`src/rtl/servo_pkg.sv`:
```
// Shared definitions for the servo channels: FSM state encoding, default timing
// constants and the pulse-width clamp helper.
package servo_pkg;

  typedef enum logic [1:0] {
    ST_IDLE = 2'd0,
    ST_RAMP = 2'd1,
    ST_DONE = 2'd2
  } servo_state_e;

  localparam int unsigned PERIOD_DEF   = 2000000;
  localparam int unsigned D_MIN_DEF    = 50000;
  localparam int unsigned D_MAX_DEF    = 250000;
  localparam int unsigned STEP_DEF_DEF = 1000;

  // Operates on a 64-bit container so any channel width up to 64 can share it.
  function automatic logic [63:0] clamp(input logic [63:0] v,
                                        input logic [63:0] lo,
                                        input logic [63:0] hi);
    logic [63:0] r;
    r = v;
    if (v < lo) r = lo;
    else if (v > hi) r = hi;
    return r;
  endfunction

endpackage

```
`src/rtl/servo_ramp_if.sv`:
```
// Command channel into a servo ramp stage.
// Handshake: a command transfers on every clk edge where cmd_valid && cmd_ready;
// the master holds cmd_target/cmd_step stable while cmd_valid is high and not yet accepted.
interface servo_ramp_if #(
  parameter int W = 32
);
  logic         cmd_valid;
  logic         cmd_ready;
  logic [W-1:0] cmd_target;
  logic [W-1:0] cmd_step;

  modport master (
    output cmd_valid,
    output cmd_target,
    output cmd_step,
    input  cmd_ready
  );

  modport slave (
    input  cmd_valid,
    input  cmd_target,
    input  cmd_step,
    output cmd_ready
  );
endinterface

```
`src/rtl/servo_frame_timer.sv`:
```
// Free-running PWM frame counter 0..PERIOD-1; frame is high on the last count.
module servo_frame_timer #(
  parameter int unsigned PERIOD = servo_pkg::PERIOD_DEF
) (
  input  logic clk,
  input  logic res_n,
  output logic frame
);
  localparam int CW = (PERIOD > 1) ? $clog2(PERIOD) : 1;
  localparam logic [CW-1:0] LAST = CW'(PERIOD - 1);

  logic [CW-1:0] cnt;

  always_ff @(posedge clk) begin
    if (!res_n) begin
      cnt <= '0;
    end else if (cnt == LAST) begin
      cnt <= '0;
    end else begin
      cnt <= cnt + CW'(1);
    end
  end

  assign frame = (cnt == LAST);

endmodule

```
`src/rtl/servo_ramp.sv`:
```
// Servo motion-profile stage: slews d toward the commanded pulse width by at most
// one step per PWM frame. Define SERVO_RAMP_RETARGET_EN to accept new commands mid-ramp.
module servo_ramp
  import servo_pkg::*;
#(
  parameter int          W        = 32,
  parameter int unsigned PERIOD   = PERIOD_DEF,
  parameter int unsigned D_MIN    = D_MIN_DEF,
  parameter int unsigned D_MAX    = D_MAX_DEF,
  parameter int unsigned STEP_DEF = STEP_DEF_DEF
) (
  input  logic          clk,
  input  logic          res_n,
  servo_ramp_if.slave   cmd,
  output logic [W-1:0]  d,
  output logic [W-1:0]  t,
  output logic          pwm_en,
  output logic          busy,
  output logic          done,
  output logic          frame,
  output servo_state_e  dbg_state
);

  localparam logic [W-1:0] D_MID = W'((D_MIN + D_MAX) / 2);

  servo_state_e state;
  logic [W-1:0] target_q;
  logic [W-1:0] step_q;

  logic [W-1:0] in_target;
  logic [W-1:0] in_step;
  logic         hs;
  logic         in_at_d;
  logic [W:0]   diff;
  logic [W:0]   mag;
  logic         near;
  logic [W-1:0] d_step;

  servo_frame_timer #(.PERIOD(PERIOD)) u_timer (
    .clk   (clk),
    .res_n (res_n),
    .frame (frame)
  );

  assign t         = W'(PERIOD);
  assign dbg_state = state;

  // Difference carried at W+1 bits so the sign survives and |diff| never wraps.
  always_comb begin
    in_target = W'(clamp(64'(cmd.cmd_target), 64'(D_MIN), 64'(D_MAX)));
    in_step   = (cmd.cmd_step == '0) ? W'(STEP_DEF) : cmd.cmd_step;
    hs        = cmd.cmd_valid && cmd.cmd_ready;
    in_at_d   = (in_target == d);
    diff      = {1'b0, target_q} - {1'b0, d};
    mag       = diff[W] ? (~diff + {{W{1'b0}}, 1'b1}) : diff;
    near      = (mag <= {1'b0, step_q});
    d_step    = diff[W] ? (d - step_q) : (d + step_q);
  end

  always_ff @(posedge clk) begin
    if (!res_n) begin
      state         <= ST_IDLE;
      d             <= D_MID;
      target_q      <= D_MID;
      step_q        <= W'(STEP_DEF);
      pwm_en        <= 1'b0;
      busy          <= 1'b0;
      done          <= 1'b0;
      cmd.cmd_ready <= 1'b1;
    end else begin
      case (state)
        ST_IDLE: begin
          done <= 1'b0;
          if (hs) begin
            target_q <= in_target;
            step_q   <= in_step;
            pwm_en   <= 1'b1;
            if (in_at_d) begin
              state         <= ST_DONE;
              done          <= 1'b1;
              busy          <= 1'b0;
              cmd.cmd_ready <= 1'b0;
            end else begin
              state <= ST_RAMP;
              busy  <= 1'b1;
`ifdef SERVO_RAMP_RETARGET_EN
              cmd.cmd_ready <= 1'b1;
`else
              cmd.cmd_ready <= 1'b0;
`endif
            end
          end
        end

        ST_RAMP: begin
`ifdef SERVO_RAMP_RETARGET_EN
          // A new command wins over a coincident frame; stepping resumes next frame.
          if (hs) begin
            target_q <= in_target;
            step_q   <= in_step;
            if (in_at_d) begin
              state         <= ST_DONE;
              done          <= 1'b1;
              busy          <= 1'b0;
              cmd.cmd_ready <= 1'b0;
            end
          end else
`endif
          if (frame) begin
            if (near) begin
              d             <= target_q;
              state         <= ST_DONE;
              done          <= 1'b1;
              busy          <= 1'b0;
              cmd.cmd_ready <= 1'b0;
            end else begin
              d <= d_step;
            end
          end
        end

        ST_DONE: begin
          done          <= 1'b0;
          busy          <= 1'b0;
          cmd.cmd_ready <= 1'b1;
          state         <= ST_IDLE;
        end

        default: begin
          state         <= ST_IDLE;
          done          <= 1'b0;
          busy          <= 1'b0;
          cmd.cmd_ready <= 1'b1;
        end
      endcase
    end
  end

endmodule

```
`src/flat_wrapper.sv`:
```
// flat-port wrapper written by rule: the top's interface ports become plain ports
module servo_ramp_flat import servo_pkg::*;
#(
  parameter int          W        = 32,
  parameter int unsigned PERIOD   = PERIOD_DEF,
  parameter int unsigned D_MIN    = D_MIN_DEF,
  parameter int unsigned D_MAX    = D_MAX_DEF,
  parameter int unsigned STEP_DEF = STEP_DEF_DEF
)
  (clk, res_n, d, t, pwm_en, busy, done, frame, dbg_state, cmd_cmd_valid, cmd_cmd_target, cmd_cmd_step, cmd_cmd_ready);
  servo_ramp_if #(.W(W)) cmd_i ();
  input  logic clk;
  input  logic res_n;
  output logic [W-1:0] d;
  output logic [W-1:0] t;
  output logic pwm_en;
  output logic busy;
  output logic done;
  output logic frame;
  output servo_state_e dbg_state;
  input wire logic [$bits(cmd_i.cmd_valid)-1:0] cmd_cmd_valid;
  input wire logic [$bits(cmd_i.cmd_target)-1:0] cmd_cmd_target;
  input wire logic [$bits(cmd_i.cmd_step)-1:0] cmd_cmd_step;
  output wire logic [$bits(cmd_i.cmd_ready)-1:0] cmd_cmd_ready;
  assign cmd_i.cmd_valid = cmd_cmd_valid;
  assign cmd_i.cmd_target = cmd_cmd_target;
  assign cmd_i.cmd_step = cmd_cmd_step;
  assign cmd_cmd_ready = cmd_i.cmd_ready;
  servo_ramp #(.W(W), .PERIOD(PERIOD), .D_MIN(D_MIN), .D_MAX(D_MAX), .STEP_DEF(STEP_DEF)) u_core (.clk(clk), .res_n(res_n), .cmd(cmd_i), .d(d), .t(t), .pwm_en(pwm_en), .busy(busy), .done(done), .frame(frame), .dbg_state(dbg_state));
endmodule
```
`config.mk`:
```
export PLATFORM = sky130hd
export DESIGN_NAME = servo_ramp_flat
export DESIGN_NICKNAME = d
export VERILOG_FILES = /design/src/rtl/servo_pkg.sv /design/src/rtl/servo_ramp_if.sv /design/src/rtl/servo_frame_timer.sv /design/src/rtl/servo_ramp.sv /design/src/flat_wrapper.sv
export SDC_FILE = /design/constraint.sdc
export NUM_CORES = 1
export LEC_CHECK = 0
export ABC_AREA = 1
export ABC_CLOCK_PERIOD_IN_PS = 4500
export BUFFER_PORTS_ARGS = -buffer_cell sky130_fd_sc_hd__buf_2
export CORE_UTILIZATION = 55
export CTS_BUF_LIST = sky130_fd_sc_hd__clkbuf_16
export DETAILED_ROUTE_END_ITERATION = 6
export PLACE_DENSITY = 0.89
export REMOVE_ABC_BUFFERS = 1
export SYNTH_ARGS = -nofsm -noshare
export SYNTH_HDL_FRONTEND = slang
export SYNTH_SLANG_ARGS = --single-unit
```
`constraint.sdc`:
```
create_clock -name clk -period 4.5 [get_ports clk]
set_input_delay 0.9 -clock clk [delete_from_list [all_inputs] [get_ports clk]]
set_output_delay 0.9 -clock clk [all_outputs]
set_load 0.01 [all_outputs]
```
---- Word-level counts from Yosys, hierarchy flattened ----
Index checks and enable logic that the tools add are counted.
operators by class
  $lt $le $gt $ge ......................... 3
  muxes and demuxes ....................... 23
  bitwise operators ....................... 2
  reduce and logical (&&, ||, !) cells .... 8
  add/sub/neg operators ................... 5
  equality and inequality tests ........... 6
operator list
  kind                   number
  $mux 32                5
  $add 33x1->33 const B  1
  $le 33x32->1           1
  $mux 33                1
  $not 33->33            1
  $sub 32x32->33         1
  $add 32x32->32         1
  $eq 32x32->1           1
  $gt 32x18->1 const B   1
  $logic_not 32->1       1
  $lt 32x16->1 const B   1
  $sub 32x32->32         1
  $add 21x1->21 const B  1
  $eq 21x21->1 const B   1
  $mux 1                 9
  $mux 2                 4
  $pmux 1 s2             3
  $reduce_and 2->1       3
  $ne 2x1->1 const B     2
  $pmux 2 s2             1
  $reduce_and 3->1       1
  $eq 2x1->1 const B     1
  $logic_not 2->1        1
  $ne 2x2->1 const B     1
  3 further kinds        3
word-level totals
  output and inout port bits .............. 71
  register bits ........................... 123

---- Logic depth before layout (Yosys ltp) ----
  word-level depth ........................ 8
  mapped depth ............................ 39

---- Cells and area by module ----
From an unflattened synthesis, not the netlist that was laid out.
unflattened totals
  cells, all modules ...................... 2,074
  area total of the unflattened synthesis .. 12,605.8 um^2
modules (own cells, without submodules)
  module             area each (um^2)  cells an instance  instances
  servo_ramp         11,461.0          1,905              1
  servo_frame_timer  1,144.8           169                1

---- Worst setup path after synthesis ----
No wires, ideal clock.
  kind .................................... register to register
  start point ............................. reg u_core.d[0]
  end point ............................... reg u_core.d[12]
  path buffers ............................ 1
  arrival time ............................ 4.234 ns
  path slack .............................. 0.134 ns
  stages on the path, launching flop included .. 32
  setup time .............................. 0.132 ns
  cell sequence ........................... dfxtp_1 ha_1 fa_1 ha_1 inv_1 nor2_1 nand3_1 nor2_1 nand3_1 nor2_2 nand2_1 nor2_4 nand3_2 nor2_4 nand2_1 o21ai_0 xor2_1 inv_1 ha_1 nand2_1 nor2_1 a211oi_1 nand2_1 nand2_1 nand2_1 nand2_1 nand2_1 nand2_1 clkbuf_1 nand3_1 nand3_1 a21oi_1
between the ends
  longest elaborated chain between the ends .. 6
ends and longest elaborated chain
  item                    line               RTL
  from (decl)             servo_ramp.sv:15   output logic [W-1:0] d,
  from (signal assigned)  servo_ramp.sv:111  d <= target_q;
  from (signal assigned)  servo_ramp.sv:117  d <= d_step;
  $sub 32x32->33          servo_ramp.sv:54   diff = {1'b0, target_q} - {1'b0, d};
  $not 33->33             servo_ramp.sv:55   mag = diff[W] ? (~diff + {{W{1'b0}}, 1'b1}) : diff;
  $add 33x1->33           servo_ramp.sv:55
  $mux 33                 servo_ramp.sv:55
  $le 33x32->1            servo_ramp.sv:56   near = (mag <= {1'b0, step_q});
  $mux 32 (*)             servo_ramp.sv:110  if (near) begin
Mark *: on every way between the ends. The rest lies on a longest branch, timed or not.
A chain may end at the register's enable or synchronous reset.

---- Worst setup path in the final report ----
  start point ............................. reg u_core.target_q[0]
  end point ............................... reg u_core.d[20]
between the ends
  longest elaborated chain between the ends .. 6
ends and longest elaborated chain
  item                    line               RTL
  from (decl)             servo_ramp.sv:27   logic [W-1:0] target_q;
  from (signal assigned)  servo_ramp.sv:75   target_q <= in_target;
  $sub 32x32->33 (*)      servo_ramp.sv:54
  $not 33->33             servo_ramp.sv:55
  $add 33x1->33           servo_ramp.sv:55
  $mux 33                 servo_ramp.sv:55
  $le 33x32->1            servo_ramp.sv:56
  $mux 32 (*)             servo_ramp.sv:110
Marks and branches as above.

==> results.json <==
{
  "place_congestion": 1.041,
  "synthFlopType": "dfxtp_1",
  "endpoint": "u_core.d[20]",
  "finalWorstSetupSlack_ns": -0.5368,
  "synth-seq-cells": 122,
  "hp-class": "register to register",
  "fin_crit_ns": 5.037,
  "track_usage": 0.4089,
  "dr.pass1.iters": 7,
  "ys_warn_count": 0,
  "clock_skew_ns": 0.01442,
  "rows": 54,
  "cp_max_fo": 6,
  "ant_nets": 0,
  "layout_commonest_cell": "nand2_1",
  "cts_buffers": 17,
  "top_layer": "met4",
  "die_w_um": 151.4,
  "violations": "setup timing",
  "met2_length_um": 22010,
  "r2r_start": "u_core.target_q[0]",
  "insertion_delay_ns": 0.44,
  "async_flop_share": 0,
  "synth-edff-count": 0,
  "drt_iter0_markers": 1959,
  "status": "finished with violations",
  "endpoint_kind": "register",
  "clock_path_buffers": 2,
  "cts_tree": "built",
  "cp.arrival_ns": 5.37,
  "synthesis.area_sq_um": 12280,
  "grt_pass1_vias": 14090,
  "drv_cap": 0,
  "critPathMaxStageDelay_ns": 0.57,
  "power_density_nw_per_um2": 727.7,
  "ios": 138,
  "n_antenna_cell": 0,
  "cts_htree_levels": 4,
  "die_area_sq_um": 22930,
  "drc": 0,
  "whs_ns": 0.4634,
  "worstSetupStartpointType": "register",
  "core_area_sq_um": 21820,
  "clk_pin_slew_ns": 0.07,
  "critPathKind": "register to register",
  "cts-root-buf": "clkbuf_16",
  "routed_wl_um": 50590,
  "leakagePower_uw": 0.008230,
  "viasPerCell": 5.978,
  "r2r_setup_slack_ns": -0.54,
  "vias": 15720,
  "avgSynthCellArea_sq_um": 6.130,
  "worstMarginPinSlew_ns": 1.234,
  "rsz0062_at_grt": "yes",
  "grt_overflow_total": 0,
  "grt_pass1_wl_um": 71430,
  "postSynthCellCount": 2003,
  "multi_input_area_sq_um": 9056,
  "instances_no_fill": 2630,
  "numPortBuffers": 105,
  "ff_latch_area_sq_um": 2445,
  "critPathRequiredTime_ns": 4.83,
  "cpMaxStageDelayCell": "fa_2",
  "rr_worst_depth": 35,
  "syn_to_final_growth_pct": 32.44,
  "ys_seq_area_frac": 0.1989,
  "slew_headroom": 0.1756,
  "start_util": 0.5626,
  "r2r-end": "u_core.d[20]",
  "wl_per_cell_um": 19.23,
  "cts_sinks": 122,
  "clock.fmax_ghz": 0.1985,
  "finalNetCount": 2504,
  "grt_max_degree": 86,
  "hold_viol_final": 0,
  "path_common_cell": "nand2_2",
  "worstSetupStartpoint": "u_core.target_q[0]",
  "fill_cells": 1662,
  "antenna_found_initial": 0,
  "met1Wirelength_um": 18910,
  "ir_worst_vdd_mv": 0.5063,
  "setup_viol": 36,
  "synth_cell_type_count": 51,
  "fp.dieH_um": 151.4,
  "slew_violations": 0,
  "dp_cells": 2535,
  "dpl.hpwl_um": 34830,
  "power_uw": 11830,
  "drive_gt1_frac": 0.2477,
  "finalCritPeriodShare": 1.119,
  "wl_met3_um": 6323,
  "mostFrequentLayoutCells": "nand2_1, inv_1, buf_4"
}
-- cell families (layout without fill, tap and decap cells) --
family,Yosys count,count (layout),synth area share
AOI/OAI and AO/OA,297,297,0.1391
xor gates and xnor gates,104,104,0.07480
adders and majority gates,100,100,0.1031
buffers and inverters,373,690,0.1288
DFF,122,122,0.1989
other,2,32,0.0006117
and+or+nand+nor,1005,1005,0.3546
-- metal layers --
metal	track usage	vias to the layer above
li1	-	7112
met1	0.5104	7151
met2	0.6514	1161
met3	0.09458	299
met4	0.2150	0
met5	0	-
-- critical path, delay by kind of cell (launching register included) --
kind | cells | cell delay (ns)
AOI/OAI and AO/OA | 3 | 0.58
adders and majority gates | 4 | 1.09
xor gates and xnor gates | 1 | 0.18
DFF | 1 | 0.34
and+or+nand+nor | 21 | 2.08
buffers and inverters | 6 | 0.65
-- Yosys cell counts (5+ instances only) --
library cell / n / area (sq um)
xnor2_1: 28 / 245.2
nand3b_1: 13 / 97.59
nand2_1: 517 / 1941
a21o_1: 9 / 67.56
nor3_1: 43 / 215.2
o22ai_1: 6 / 37.54
nor2_2: 12 / 75.07
buf_6: 7 / 78.83
o21ai_1: 9 / 45.04
o21ai_0: 68 / 340.3
nand3_1: 125 / 625.6
nand4_1: 38 / 237.7
xor2_1: 75 / 656.9
ha_1: 98 / 1226
buf_4: 33 / 247.7
nand3_2: 5 / 50.05
a211oi_1: 28 / 210.2
a31oi_1: 8 / 50.05
dfxtp_1: 122 / 2442
nor4_1: 22 / 137.6
a21oi_1: 137 / 685.7
nor2_1: 206 / 773.2
o21bai_1: 9 / 67.56
nand2_2: 8 / 50.05
inv_1: 291 / 1092
clkbuf_1: 33 / 123.9
-- final cells by class --
class,count,share of cell area
repair buffers,363,0.1639
inverters,295,0.06810
multi-input cells,1538,0.5569
clock inverters,15,0.01300
well taps,280,0.02155
flip-flops and latches,122,0.1504
clock buffers,17,0.02616
-- power by group --
part | total, uW | leakage [uW] | switching, uW | internal, uW
logic | 9020 | 0.00693 | 5210 | 3810
clock network | 1540 | 0.000305 | 605 | 940
registers | 1270 | 0.000995 | 97.6 | 1170
-- metrics by stage --
step	instance area (sq um)	util	setup TNS, ns	setup slack [ns]
global route	16260	0.7451	-21.59	-0.7080
detailed placement	14310	0.6558	-4.671	-0.1817
CTS	15490	0.7098	-0.5544	-0.06606
global placement	14310	0.6558	-0.01675	-0.01675
finish	16260	0.7451	-15.54	-0.5368
floorplan	11920	-	-48.11	-0.8450
-- timing repair --
action / in CTS / in global routing
resized for setup: 47 / 131
hold buffers: 0 / 0
cloned: 2 / 3
pin swaps: 19 / 46
endpoints found under the setup margin: 36 / 36
setup buffers: 40 / 18
-- flip-flops by register name, indices dropped and copies added (netlist names) --
name / flops
u_core.pwm_en: 1
u_core.dbg_state: 2
u_core.cmd.cmd_ready: 1
u_core.target_q: 32
u_core.step_q: 32
u_core.u_timer.cnt: 21
u_core.done: 1
u_core.d: 32
-- worst min path at each step --
stage               cells after the start               endpoint             startpoint
floorplan                               1  u_core.u_timer.cnt[0]  u_core.u_timer.cnt[0]
detailed placement                      1  u_core.u_timer.cnt[0]  u_core.u_timer.cnt[0]
finish                                  1  u_core.u_timer.cnt[0]  u_core.u_timer.cnt[0]
global placement                        1  u_core.u_timer.cnt[0]  u_core.u_timer.cnt[0]
CTS                                     1  u_core.u_timer.cnt[0]  u_core.u_timer.cnt[0]
global route                            1  u_core.u_timer.cnt[0]  u_core.u_timer.cnt[0]
No activity file was read; power rests on OpenSTA's default activity.
